`config.mk`:
```
export PLATFORM = sky130hd
export DESIGN_NAME = run_ctrl
export DESIGN_NICKNAME = d
export VERILOG_FILES = /design/src/rtl/run_ctrl.sv
export SDC_FILE = /design/constraint.sdc
export NUM_CORES = 1
export LEC_CHECK = 0
export ABC_AREA = 1
export CORE_MARGIN = 2
export CORE_UTILIZATION = 54
export DETAILED_ROUTE_END_ITERATION = 12
export HOLD_SLACK_MARGIN = 0.12
export PLACE_DENSITY_LB_ADDON = 0.15
export RECOVER_POWER = 25
export REMOVE_ABC_BUFFERS = 1
export SYNTH_ARGS = -nofsm -noshare
export SYNTH_HDL_FRONTEND = slang
export SYNTH_SLANG_ARGS = --single-unit
```
`constraint.sdc`:
```
create_clock -name clk -period 3.6 [get_ports clk]
set_clock_uncertainty 0.2 [all_clocks]
set_input_delay 0.72 -clock clk [delete_from_list [all_inputs] [get_ports clk]]
set_output_delay 0.72 -clock clk [all_outputs]
set_load 0.02 [all_outputs]
```
`src/rtl/run_ctrl.sv`:
```
// Run sequencer: holds the core in reset, runs it, counts cycles,
// and reports done/timeout back to the host over a 4-phase req/done.
module run_ctrl #(
  parameter int RST_CYC = 2,
  parameter int TMO_CYC = 1000,
  parameter int CW      = 16
) (
  input  logic          clk,
  input  logic          reset,
  input  logic          req,
  input  logic          core_done,
  output logic          core_rst,
  output logic          busy,
  output logic          done,
  output logic          timeout,
  output logic [CW-1:0] cycles
);

  localparam int RW = $clog2(RST_CYC + 1);
  localparam logic [RW-1:0] RST_LAST = RW'(RST_CYC - 1);
  localparam logic [CW-1:0] TMO_LAST = CW'(TMO_CYC - 1);
  localparam logic [CW-1:0] TMO_VAL  = CW'(TMO_CYC);

  // The counter must hold TMO_CYC without wrapping.
  generate
    if (RST_CYC < 1 || TMO_CYC < 1 ||
        ((64'(TMO_CYC) >> CW) != 64'd0)) begin : g_bad_param
      $error("run_ctrl: illegal RST_CYC/TMO_CYC/CW");
    end
  endgenerate

  typedef enum logic [2:0] {
    S_IDLE,
    S_RST,
    S_RUN,
    S_FIN,
    S_TMO
  } state_t;

  state_t        st_q, st_d;
  logic [RW-1:0] rc_q, rc_d;
  logic [CW-1:0] cy_q, cy_d;

  // State, reset-hold counter and run-cycle counter registers.
  always_ff @(posedge clk or negedge reset) begin
    if (!reset) begin
      st_q <= S_IDLE;
      rc_q <= '0;
      cy_q <= '0;
    end else begin
      st_q <= st_d;
      rc_q <= rc_d;
      cy_q <= cy_d;
    end
  end

  // Next state; in RUN an abort beats core_done, which beats timeout.
  always_comb begin
    st_d = st_q;
    rc_d = rc_q;
    cy_d = cy_q;
    unique case (st_q)
      S_IDLE: begin
        if (req) begin
          st_d = S_RST;
          rc_d = '0;
          cy_d = '0;
        end
      end
      S_RST: begin
        if (!req) begin
          st_d = S_IDLE;
        end else begin
          rc_d = rc_q + 1'b1;
          if (rc_q == RST_LAST) st_d = S_RUN;
        end
      end
      S_RUN: begin
        if (!req) begin
          st_d = S_IDLE;
        end else if (core_done) begin
          st_d = S_FIN;
        end else if (cy_q == TMO_LAST) begin
          st_d = S_TMO;
          cy_d = TMO_VAL;
        end else begin
          cy_d = cy_q + 1'b1;
        end
      end
      S_FIN, S_TMO: begin
        if (!req) st_d = S_IDLE;
      end
      default: st_d = S_IDLE;
    endcase
  end

  // Moore output decode; core stays frozen everywhere except RUN.
  always_comb begin
    core_rst = 1'b1;
    busy     = 1'b0;
    done     = 1'b0;
    timeout  = 1'b0;
    unique case (st_q)
      S_IDLE: ;
      S_RST:  busy = 1'b1;
      S_RUN: begin
        core_rst = 1'b0;
        busy     = 1'b1;
      end
      S_FIN:  done = 1'b1;
      S_TMO: begin
        done    = 1'b1;
        timeout = 1'b1;
      end
      default: ;
    endcase
  end

  assign cycles = cy_q;

endmodule

```
==> results of run 1 <==
[worst paths after layout]
kind | slack [ns] | endpoint | depth (start not counted)
min | 0.29 | rc_q[0] | 1
max in group asynchronous | 1.82 | cycles[15] | 1
max reg2reg | 1.67 | cycles[14] | 10
max | 0.86 | busy | 4
min in group asynchronous | 0.79 | cycles[7] | 1
min reg2reg | 0.29 | rc_q[0] | 1
[cell families (layout without fill, tap and decap cells)]
family                   Yosys count  in the layout  synth area share (%)
AO/OA/AOI/OAI                     14             14                  5.87
XOR/XNOR                           5              5                  3.37
adder cells (fa/ha/maj)            2              2                  1.92
buffers and inverters             25             51                  7.51
flip-flops                        21             21                  40.4
multiplexers                       1              1                 0.770
AND/OR/NAND/NOR                  114            114                  40.1
[synth_stat cells]
cell type	count
mux2i_1	1
inv_2	1
buf_4	1
nor3b_1	1
xor2_1	5
nor3_1	3
nor2_2	1
o21ai_1	3
nand2_2	1
dfrtp_1	21
ha_1	2
nand3_2	2
nand3_1	15
a21oi_1	1
nor3_4	1
nand2_1	53
nand2_4	1
a31oi_1	1
o22ai_1	2
nor2_1	24
inv_1	23
o21ai_0	6
a21o_1	1
nand4_1	12
[per-stage QoR]
step	instances	cell area, um^2	hold slack, ns	setup WS, ns
floorplan	181	1290	0.224	1.70
global placement	232	1560	0.268	1.19
detailed placement	232	1560	0.277	1.16
CTS	236	1590	0.293	0.848
global route	236	1590	0.333	0.765
finish	236	1590	0.289	0.862
[flip-flops by register name, indices dropped and copies added, names as in the netlist]
name and cells:
rc_q 2, st_q 3, cycles 16
[critical path: stages, from the launching register on]
cell and delay, ns:
dfrtp_1 0.48, nor2_2 0.22, nand2_2 0.12, nand2_1 0.09, clkdlybuf4s50_1 0.59
[metal layers]
layer  up-vias  wire length [um]  global-route usage [%]
li1        644                 -                       -
met1       599              1270                    28.1
met2        34              1570                    45.4
met3         7               108                    3.39
met4         0                59                    8.97
met5         -                 0                       0
[cell type report]
cell class / instances / area share (%)
Multi-Input combinational cell: 136 / 42.7
Sequential cell: 21 / 33.1
Timing Repair Buffer: 23 / 14.5
Inverter: 24 / 5.68
Tap cell: 28 / 2.21
Clock buffer: 3 / 1.42
Clock inverter: 1 / 0.316
[power breakdown]
part	internal [mW]	switching [mW]
clock network	0.0415	0.0718
logic	0.103	0.178
registers	0.262	0.0363
total	0.407	0.286
[cell usage in the layout, fill, tap and decap left out]
cell type,instances
ha_1,2
nand2_1,53
nor3b_1,1
inv_1,23
nor3_4,1
nand3_1,15
nor2_1,24
mux2i_1,1
a21oi_1,1
nand3_2,2
o21ai_0,6
dlygate4sd3_1,2
nand4_1,12
o21ai_1,3
nor3_1,3
dfrtp_1,21
nor2_2,1
a21o_1,1
clkdlybuf4s50_1,21
xor2_1,5
nand2_2,1
clkbuf_4,3
a31oi_1,1
clkinv_2,1
o22ai_1,2
inv_2,1
nand2_4,1
==> results.json, run 1 <==
{
  "fillers": 201,
  "port_buffers": 23,
  "hold_violations": 0,
  "critPathLaunch": "st_q[0]",
  "grt_pass1_vias": 1160,
  "drt.antenna.violating_nets": 0,
  "synth_top_cell_by_area": "dfrtp_1",
  "end_kind": "output pin",
  "cts_buffers": 3,
  "antenna_cells": 0,
  "max_freq_mhz": 365,
  "crit_fanout": 7,
  "final-seq-area_um2": 526,
  "rows": 17,
  "wl_um": 3000,
  "clk_pin_slew_ns": 0.12,
  "synth_area_um2": 1300,
  "rsz0062_at_grt": "no",
  "nets": 215,
  "dpl.hpwl_um": 2300,
  "post-route-util_pct": 70.3,
  "powerDensity_nw_per_um2": 437,
  "cts_resized": 0,
  "worstMarginPinSlew_ns": 0.958,
  "multi_input_area_um2": 677,
  "fin_crit_ns": 2.74,
  "yosys.area.top_type_share_pct": 40.4,
  "grt_pass1_wl_um": 5000,
  "maxSlewHeadroom_pct": 35.9,
  "core_um2": 2250,
  "overflow": 0,
  "route.vias.total": 1284,
  "setup_viol": 0,
  "cts_sinks": 21,
  "drcViolationCount": 0,
  "first_iter_violations": 46,
  "synthCells": 182,
  "yosysUniqueCellTypes": 24,
  "antenna_found_initial": 0,
  "die_height_um": 53.1,
  "holdCritPathClass": "flip-flop to flip-flop",
  "grt_max_degree": 22,
  "min-delay-start": "rc_q[0]",
  "syn_area_per_cell_um2": 7.14,
  "yosysWarnings": 0,
  "min_period_over_period_pct": 76.1,
  "synth-seq-cells": 21,
  "area_delta_synth_final_pct": 21.9,
  "setup_tns_ns": 0,
  "grt_usage_pct": 24.4,
  "slew_viol_final": 0,
  "cap_violations": 0,
  "drtPass1Iterations": 4,
  "p_leak_nw": 0.754,
  "critPathArrivalTime_ns": 1.82,
  "cts_post_setup_buffers_inserted": 0,
  "htree_levels": 1,
  "io_pins": 24,
  "ys_seq_area_share_pct": 40.4,
  "drive_gt1_share_pct": 5.29,
  "cts_tree": "built",
  "die-area_um2": 2820,
  "viasPerCell": 5.44,
  "clock-root-buffer": "clkbuf_4",
  "start_kind": "flip-flop",
  "worstSetupPathType": "flip-flop to output pin",
  "start_util_pct": 57.7,
  "place_congestion": 0.968,
  "power_mw": 0.693,
  "cts-hold-fix-buffers": 0,
  "r2r-start": "cycles[0]",
  "outcome": "finished, final reports clean",
  "post_drt_wl_per_cell_um": 12.7,
  "clock_path_buffers": 2,
  "worstPathRequired_ns": 2.68,
  "insertion_delay_ns": 0.31,
  "vdd_drop_max_mv": 0.328,
  "synthTopCellsByArea": "dfrtp_1, nand2_1, nor2_1, inv_1, nand3_1",
  "fp.dieW_um": 53.1
}
No activity file was read; power rests on OpenSTA's default activity.
==> run 2: changes to the inputs <==
--- a/config.mk
+++ b/config.mk
@@ -7,7 +7,7 @@
 export LEC_CHECK = 0
 export ABC_AREA = 1
 export CORE_MARGIN = 2
-export CORE_UTILIZATION = 54
+export CORE_UTILIZATION = 51
 export DETAILED_ROUTE_END_ITERATION = 12
 export HOLD_SLACK_MARGIN = 0.12
 export PLACE_DENSITY_LB_ADDON = 0.15
==> constraint.sdc (replaced) <==
create_clock -name clk -period 2.7 [get_ports clk]
set_clock_uncertainty 0.2 [all_clocks]
set_input_delay 0.54 -clock clk [delete_from_list [all_inputs] [get_ports clk]]
set_output_delay 0.54 -clock clk [all_outputs]
set_load 0.02 [all_outputs]
==> results.json, run 2 (same netlist as run 1, synthesis figures left out) <==
{
  "cp_num_buf_inv": 1,
  "fillers": 214,
  "p_leak_nw": 0.758,
  "slew_viol_final": 0,
  "place_inst": 236,
  "worstPathRequired_ns": 1.96,
  "drcViolationCount": 0,
  "holdWs_ns": 0.307,
  "drtPass1Iterations": 4,
  "min_period_over_period_pct": 95.1,
  "port_buffers": 23,
  "setup_viol": 0,
  "die_height_um": 54.5,
  "stdcell_count": 240,
  "max_freq_mhz": 390,
  "drive_gt1_share_pct": 5.24,
  "setup_tns_ns": 0,
  "overflow": 0,
  "core_um2": 2450,
  "cts-hold-fix-buffers": 0,
  "placed_area_um2": 1580,
  "clock-root-buffer": "clkbuf_4",
  "crit_chain": "nor2_4 > nand2_2 > nand2_1 > clkdlybuf4s50_1",
  "clk_pin_slew_ns": 0.12,
  "cts_buffers": 3,
  "power_mw": 0.965,
  "first_iter_violations": 18,
  "place_ws_ns": 0.428,
  "worstSetupPathType": "flip-flop to output pin",
  "insertion_delay_ns": 0.31,
  "grt_max_degree": 22,
  "mostFrequentLayoutCells": "nand2_1, nor2_1, inv_1",
  "io_pins": 24,
  "start_util_pct": 53.0,
  "rows": 18,
  "viasPerCell": 5.38,
  "holdCritPathClass": "flip-flop to flip-flop",
  "grt_pass1_vias": 1202,
  "end_kind": "output pin",
  "antenna_found_initial": 0,
  "hold_violations": 0,
  "critical_path.max_stage_delay_ns": 0.60,
  "worst_slack_ns": 0.133,
  "design_area_um2": 1600,
  "maxSlewHeadroom_pct": 20.8,
  "cp_top_family": "buffers and inverters",
  "post-route-util_pct": 65.3,
  "grt_pass1_wl_um": 5090,
  "grt_usage_pct": 24.1,
  "dpl.hpwl_um": 2380,
  "htree_levels": 1,
  "start_kind": "flip-flop",
  "clock_path_buffers": 2,
  "largest_register_ffs": 16,
  "post_drt_wl_per_cell_um": 13.1,
  "fin_crit_ns": 2.57,
  "powerDensity_nw_per_um2": 602,
  "vdd_drop_max_mv": 0.488,
  "worstMarginPinSlew_ns": 1.19,
  "route.vias.total": 1290,
  "rsz0062_at_grt": "no",
  "cts_tree": "built",
  "antenna_cells": 0,
  "die-area_um2": 2970,
  "layout_commonest_cell": "nand2_1",
  "drt.antenna.violating_nets": 0,
  "fp.dieW_um": 54.5,
  "outcome": "finished, final reports clean",
  "crit_fanout": 7,
  "nets": 217,
  "cap_violations": 0,
  "wl_um": 3140,
  "place_congestion": 0.900,
  "cts_sinks": 21,
  "crit_path_top_delay_cell": "clkdlybuf4s50_1",
  "area_delta_synth_final_pct": 23.3,
  "critPathArrivalTime_ns": 1.83,
  "cts_post_setup_buffers_inserted": 0
}
==> run 2: cell types whose count changed in the layout (fill, tap and decap cells not counted), sizes merged <==
cell,delta
buf,+1
clkbuf,+2
clkdlybuf4s50,+1
clkinv,-1
dlygate4sd3,-1
==> run 2: report_power, final <==
group / leakage (nW) / switching [mW] / internal (mW) / total, mW
clock network: 0.0150 / 0.103 / 0.0578 / 0.161
registers: 0.289 / 0.0533 / 0.349 / 0.403
logic: 0.455 / 0.253 / 0.149 / 0.402
total: 0.758 / 0.409 / 0.556 / 0.965
==> run 2: worst paths after layout <==
path | startpoint | endpoint | slack [ns] | depth (start not counted)
max | st_q[0] | busy | 0.13 | 4
min | rc_q[0] | rc_q[0] | 0.31 | 1
max reg2reg | cycles[0] | cycles[2] | 0.74 | 10
min reg2reg | rc_q[0] | rc_q[0] | 0.31 | 1
max in group asynchronous | reset | cycles[15] | 0.83 | 2
min in group asynchronous | reset | cycles[5] | 0.77 | 2
==> run 2: final cells by class <==
type / count / area [um^2] / area share, %
Tap cell: 30 / 37.5 / 2.34
Sequential cell: 21 / 526 / 32.8
Clock buffer: 4 / 26.3 / 1.64
Timing Repair Buffer: 25 / 241 / 15.1
Inverter: 24 / 90.1 / 5.62
Multi-Input combinational cell: 136 / 682 / 42.5
==> run 2: per-layer routing <==
metal  vias up  wire length, um  GRT usage (%)
met1       600             1340           28.5
li1        649                -              -
met5         -                0              0
met2        30             1600           42.8
met4         0               87           10.4
met3        11              116           3.83
==> run 2: what timing repair did <==
action | 4_1_cts | 5_1_grt
resized for setup | 0 | 1
hold endpoints to repair | 0 | 0
setup endpoints to repair | 0 | 1
==> run 2: worst register-to-register path, cell delays in order, from the launching register on <==
cell and delay [ns]:
dfrtp_1 0.45, ha_1 0.20, nand2_1 0.07, inv_1 0.15, nand2_1 0.07, nor2_1 0.10
nand2_1 0.14, nand2_1 0.09, nand2_1 0.09, inv_1 0.20, nor2_1 0.09
==> run 3: changes to the inputs <==
--- a/config.mk
+++ b/config.mk
@@ -13,6 +13,7 @@
 export PLACE_DENSITY_LB_ADDON = 0.15
 export RECOVER_POWER = 25
 export REMOVE_ABC_BUFFERS = 1
+export SETUP_SLACK_MARGIN = 0.2
 export SYNTH_ARGS = -nofsm -noshare
 export SYNTH_HDL_FRONTEND = slang
 export SYNTH_SLANG_ARGS = --single-unit
==> results.json, run 3 (same netlist as run 1, synthesis figures left out) <==
{
  "outcome": "finished, final reports clean",
  "port_buffers": 23,
  "start_util_pct": 53.0,
  "antenna_cells": 0,
  "cap_violations": 0,
  "area_delta_synth_final_pct": 23.4,
  "holdCritPathClass": "flip-flop to flip-flop",
  "place_congestion": 0.900,
  "setup_viol": 0,
  "slew_viol_final": 0,
  "fp.dieW_um": 54.5,
  "antenna_found_initial": 0,
  "multi_input_area_um2": 682,
  "cts_sinks": 21,
  "crit_fanout": 7,
  "clock_path_buffers": 2,
  "first_iter_violations": 27,
  "max_freq_mhz": 418,
  "layout_commonest_cell": "nand2_1",
  "hold_violations": 0,
  "grt_max_degree": 22,
  "maxSlewHeadroom_pct": 23.2,
  "critPathArrivalTime_ns": 1.65,
  "start_kind": "flip-flop",
  "die_height_um": 54.5,
  "end_kind": "output pin",
  "setup_tns_ns": 0,
  "dpl.hpwl_um": 2380,
  "core_um2": 2450,
  "min_period_over_period_pct": 88.6,
  "worstSetupPathType": "flip-flop to output pin",
  "rows": 18,
  "cts-hold-fix-buffers": 0,
  "wl_um": 3120,
  "htree_levels": 1,
  "grt_pass1_vias": 1196,
  "grt_pass1_wl_um": 5100,
  "drt.antenna.violating_nets": 0,
  "drive_gt1_share_pct": 5.71,
  "drtPass1Iterations": 4,
  "drcViolationCount": 0,
  "cts_buffers": 3,
  "viasPerCell": 5.32,
  "worstPathRequired_ns": 1.96,
  "io_pins": 24,
  "mostFrequentLayoutCells": "nand2_1, nor2_1, inv_1",
  "route.vias.total": 1277,
  "cts_tree": "built",
  "p_leak_nw": 0.782,
  "nets": 217,
  "die-area_um2": 2970,
  "largest_register_ffs": 16,
  "overflow": 0,
  "powerDensity_nw_per_um2": 591,
  "power_mw": 0.949,
  "rsz0062_at_grt": "no",
  "clk_pin_slew_ns": 0.12,
  "insertion_delay_ns": 0.31,
  "worstMarginPinSlew_ns": 1.15,
  "final-seq-area_um2": 527,
  "vdd_drop_max_mv": 0.457,
  "grt_usage_pct": 24.2,
  "fin_crit_ns": 2.39,
  "fillers": 216,
  "clock-root-buffer": "clkbuf_4",
  "post_drt_wl_per_cell_um": 13.0
}
==> run 3: cell count changes in the layout (fill, tap and decap cells not counted), sizes merged <==
| cell | change |
|---|---|
| clkdlybuf4s50 | -3 |
| dlygate4sd2 | +2 |
| dlymetal6s2s | +1 |
==> run 3: cell type report <==
cell class	count	share of cell area, %
Timing Repair Buffer	25	15.1
Multi-Input combinational cell	136	42.5
Clock buffer	4	1.64
Tap cell	30	2.34
Inverter	24	5.62
Sequential cell	21	32.8
==> run 3: final timing paths <==
path	slack [ns]	cells after the start	start	endpoint
min reg2reg	0.32	1	rc_q[0]	rc_q[0]
max in group asynchronous	0.78	2	reset	st_q[0]
max	0.31	3	st_q[0]	core_rst
min	0.32	1	rc_q[0]	rc_q[0]
min in group asynchronous	0.75	2	reset	cycles[8]
max reg2reg	0.74	10	cycles[0]	cycles[2]
==> run 3: what timing repair did <==
action                                  CTS  global route
setup buffers                             0             0
endpoints found under the setup margin    2             1
gates resized for setup                   4             1
==> run 3: where the power goes <==
| part | leakage (nW) | switching [mW] | total, mW | internal (mW) |
|---|---|---|---|---|
| Clock | 0.0150 | 0.0996 | 0.157 | 0.0578 |
| Sequential | 0.288 | 0.0538 | 0.405 | 0.351 |
| Combinational | 0.480 | 0.250 | 0.386 | 0.137 |
==> run 3: per-layer routing <==
metal | routed length [um] | track usage (%)
met5 | 0 | 0
met4 | 72 | 10.4
met3 | 104 | 3.55
met2 | 1620 | 43.2
met1 | 1320 | 28.5
==> run 3: metrics by stage <==
| stage | util, % | std cells | worst slack (ns) | hold WS (ns) | instance area [um^2] |
|---|---|---|---|---|---|
| final | 65.3 | 240 | 0.307 | 0.317 | 1600 |
| after global routing | 65.3 | 240 | 0.221 | 0.343 | 1600 |
| after CTS | 65.4 | 240 | 0.202 | 0.311 | 1610 |
| after floorplan | - | 181 | 0.937 | 0.0444 | 1290 |
| after detailed placement | 64.2 | 236 | 0.428 | 0.292 | 1580 |
| after global placement | 64.2 | 236 | 0.500 | 0.267 | 1580 |
==> run 3: critical path: stages, from the launching register on <==
cell and delay (ns):
dfrtp_2 0.49, nor2_4 0.18, nand2_2 0.11, clkdlybuf4s50_1 0.56
==> patch 1, RTL diff (config.mk and constraints of run 2) <==
Make the reset (`reset`) synchronous in one clocked block.
--- a/src/rtl/run_ctrl.sv
+++ b/src/rtl/run_ctrl.sv
@@ -42,7 +42,7 @@
   logic [CW-1:0] cy_q, cy_d;
 
   // State, reset-hold counter and run-cycle counter registers.
-  always_ff @(posedge clk or negedge reset) begin
+  always_ff @(posedge clk) begin
     if (!reset) begin
       st_q <= S_IDLE;
       rc_q <= '0;
Function: differs if reset is asserted again (counterexample within 4 cycles, from zero or initial values and one cycle with reset low); with reset held inactive, the same outputs for 10 cycles.
==> patch 1 against run 2 <==
First-iteration DRC count rose to 2.6 times the old value. Total power rose by 7.2%. Wire length shrank 6.3%. Final area fell by 0.39%. Worst setup slack gained 44 ps. Synthesized area rose by 1.9%. Worst hold slack lost 13 ps. Sequential cell count is the same. Largest power group is now combinational cells.
==> patch 1: results (changes against run 2) <==
Nets@finish -> 241 (+11%)
PortBufs -> 23 (unchanged)
DR DRC count -> 0 (unchanged)
Max reg flops -> 16 (unchanged)
CP arrival -> 1780 ps (-50 ps)
Synth Area in Compound Gates -> 7.84% (+2.0 points)
Max transition margin -> 58.0% (+37 points)
Leakage -> 0.685 nW (-9.7%)
Main area contributors after synthesis -> dfxtp_1, nand2_1, inv_1
Yosys cell types -> 27 (+13%)
Primary FF master, synth -> dfxtp_1
Post-synth EDFFs -> 0 (unchanged)
First-pass GRT wire length -> 4.76 mm (-6.4%)
Pin count of the biggest net entering global routing -> 14 (-36%)
Cts repair resizes -> 0 (unchanged)
Sequential Power Share -> 37.4% (-4.3 points)
GRT Total Usage -> 21.5% (-2.6 points)
Worst hold margin -> 295 ps (-12.9 ps)
Post-synthesis xor/xnor area fraction -> 3.31% (-0.064 points)
CTS Buffer Depth -> 2 (unchanged)
CTS Root Cell -> clkbuf_4
Outcome -> finished, final reports clean
Worst-path clk slew -> 120 ps (about the same)
Pint -> 0.000582 W (+4.7%)
Number of synthesis warnings -> 0 (unchanged)
Placed cell areas -> 1580 sq um (about the same)
CP Max Fanout -> 6 (-1)
Via count -> 1307 (+1.3%)
Sequential area share after synthesis -> 31.7% (-8.7 points)
Peak VDD IR -> 0.653 mV (+34%)
Overall power -> 0.00103 W (+7.2%)
Dpl hpwl -> 2.30 mm (-3.5%)
DR iter-0 viols -> 46 (+28)
Commonest cells in the netlist -> nand2_1, inv_1, nor2_1
Post-CTS setup repair buffer count -> 0 (unchanged)
Layout cells sized above 1 -> 8.55% (+3.3 points)
Final Wtd Congestion -> 0.888 (-1.3%)
CTS buffer count -> 3 (unchanged)
Total Wirelength -> 2.94 mm (-6.3%)
Proportion of synthesized area in mux cells -> 0% (-0.77 points)
Synth async-reset ratio -> 0% (-100 points)
Vias in the first global route -> 1122 (-6.7%)
Initial antenna violation count -> 0 (unchanged)
Antenna fix cells -> 0 (unchanged)
CTS HTree Levels -> 1 (unchanged)
Max stage delay on crit path -> 600 ps (about the same)
FF-to-FF setup slack -> 810 ps (+70 ps)
Adder-Cell Fraction of Synth Area -> 1.89% (-0.036 points)
Clk. pwr -> 0.000156 W (-3%)
## patch 1: layout make-up
class / instances / area (sq um)
clock buffer: 4 / 26.3
fill: 254 / 881
tap: 30 / 37.5
sequential: 21 / 420
timing repair buffer: 23 / 230
inverter: 33 / 126
multi-input combinational: 153 / 756
## patch 1: worst paths after layout
check / from / to / cells after the start
worst min register to register: rc_q[1] / rc_q[1] / 2
worst max-delay path: st_q[1] / busy / 4
worst min-delay path: rc_q[1] / rc_q[1] / 2
worst max register to register: cycles[0] / cycles[10] / 9
## patch 1: stage by stage
stage	utilization, %	cells	worst slack [ps]
2_1_floorplan	-	207	960
3_3_place_gp	63.6	260	333
3_5_place_dp	63.6	260	332
4_1_cts	64.7	264	166
5_1_grt	64.4	264	77.0
6_report	64.4	264	176
## patch 1: metal layers
metal / track usage [%] / part of all wire, % / vias up
li1: - / - / 705
met1: 31.0 / 49 / 558
met2: 33.3 / 44 / 42
met5: 0 / 0 / -
met4: 5.69 / 0.51 / 0
met3: 3.23 / 6.6 / 2
==> patch 2, RTL diff (config.mk and constraints of run 2) <==
Without the edit above. The parameter `TMO_CYC` goes from 1000 to 512.
--- a/src/rtl/run_ctrl.sv
+++ b/src/rtl/run_ctrl.sv
@@ -2,7 +2,7 @@
 // and reports done/timeout back to the host over a 4-phase req/done.
 module run_ctrl #(
   parameter int RST_CYC = 2,
-  parameter int TMO_CYC = 1000,
+  parameter int TMO_CYC = 512,
   parameter int CW      = 16
 ) (
   input  logic          clk,
Formal check against the unedited RTL: same outputs for any inputs over 10 cycles, from zero or initial values and one cycle with reset low; that may be too few to reach the edited logic, so the function may still have changed.
==> patch 2 against run 2 <==
Total power increased by 4.8%. Combinational power increased by 13%. Wire length grew 4.7%. Global-route usage is 3.0 points lower. Worst setup slack better by 42 ps. Synthesized area rose by 15%. Final area grew 11%. Sequential cell count did not move. Critical path depth stayed put. Sequential share of layout area shrank 3.3 points. Clock power shrank 6%. Die area increased by 14%. Fmax is 1.7% higher. Critical path type unchanged. Largest cell class unchanged. Largest power group is now combinational cells. Highest routed layer unchanged.
==> patch 2: results (changes against run 2) <==
Outcome -> finished, final reports clean
Leakage -> 0.835 nW (+10%)
Routed wl met2 -> 1.60 mm (+0.13%)
Signal buf overhead -> 13.1% (-1.9 points)
Reg2reg path depth -> 8 (-2)
Max transition margin -> 24.5% (+3.7 points)
Routing usage on met1 -> 27.5% (-1.0 points)
Final Util -> 64.6% (-0.73 points)
DR iter-0 viols -> 47 (+29)
Met2 Use GR -> 37.3% (-5.4 points)
GRT Total Usage -> 21.1% (-3.0 points)
First-pass GRT wire length -> 5.55 mm (+9.2%)
Fraction of area in multi-input gates -> 47.6% (+5.0 points)
DP Cell Count -> 267 (+13%)
Sequential Power Share -> 40.0% (-1.7 points)
Peak VDD IR -> 0.607 mV (+25%)
Sequential area share after synthesis -> 35.2% (-5.2 points)
Yosys cell types -> 30 (+25%)
Gate Count Post-Synth -> 213 (+17%)
Commonest cells in the netlist -> nand2_1, nor2_1, dfrtp_1
Placed cell areas -> 1760 sq um (+12%)
Comb pwr -> 0.000455 W (+13%)
Die X -> 58.1 um (+6.6%)
Dpl hpwl -> 2.54 mm (+6.8%)
Mean routed wirelength per cell -> 12.1 um (-7.3%)
Global routing usage on met3 -> 2.68% (-1.1 points)
Final Wtd Congestion -> 0.803 (-11%)
Nonclk buf count -> 24 (-4.0%)
Worst hold margin -> 302 ps (-5.80 ps)
Final clock-cell share -> 1.48% (-0.16 points)
Fin crit period -> 2530 ps (-41.8 ps)
M1 WL -> 1.57 mm (+17%)
Multi-input combinational cell count -> 165 (+21%)
-- patch 2: cell families (layout without fill, tap and decap cells) --
group	count (synthesis)	in the layout	share of synthesized area (%)
AND/OR/NAND/NOR	150	150	49.3
multiplexers	1	1	0.671
XOR/XNOR	3	3	1.76
AO/OA/AOI/OAI	9	9	3.35
adder cells (fa/ha/maj)	2	2	1.68
buffers and inverters	27	54	8.05
flip-flops	21	21	35.2
-- patch 2: critical path: stages (launching register included) --
cell	delay, ps
dfrtp_1	480
nor2_4	180
nand2_2	100
o21ai_0	100
clkdlybuf4s50_1	630
-- patch 2: final timing paths --
kind,to,from
max in group asynchronous,st_q[2],reset
setup / recovery,busy,st_q[2]
hold / removal,rc_q[0],rc_q[0]
min in group asynchronous,cycles[5],reset
setup reg to reg,cycles[13],cycles[1]
hold reg to reg,rc_q[0],rc_q[0]
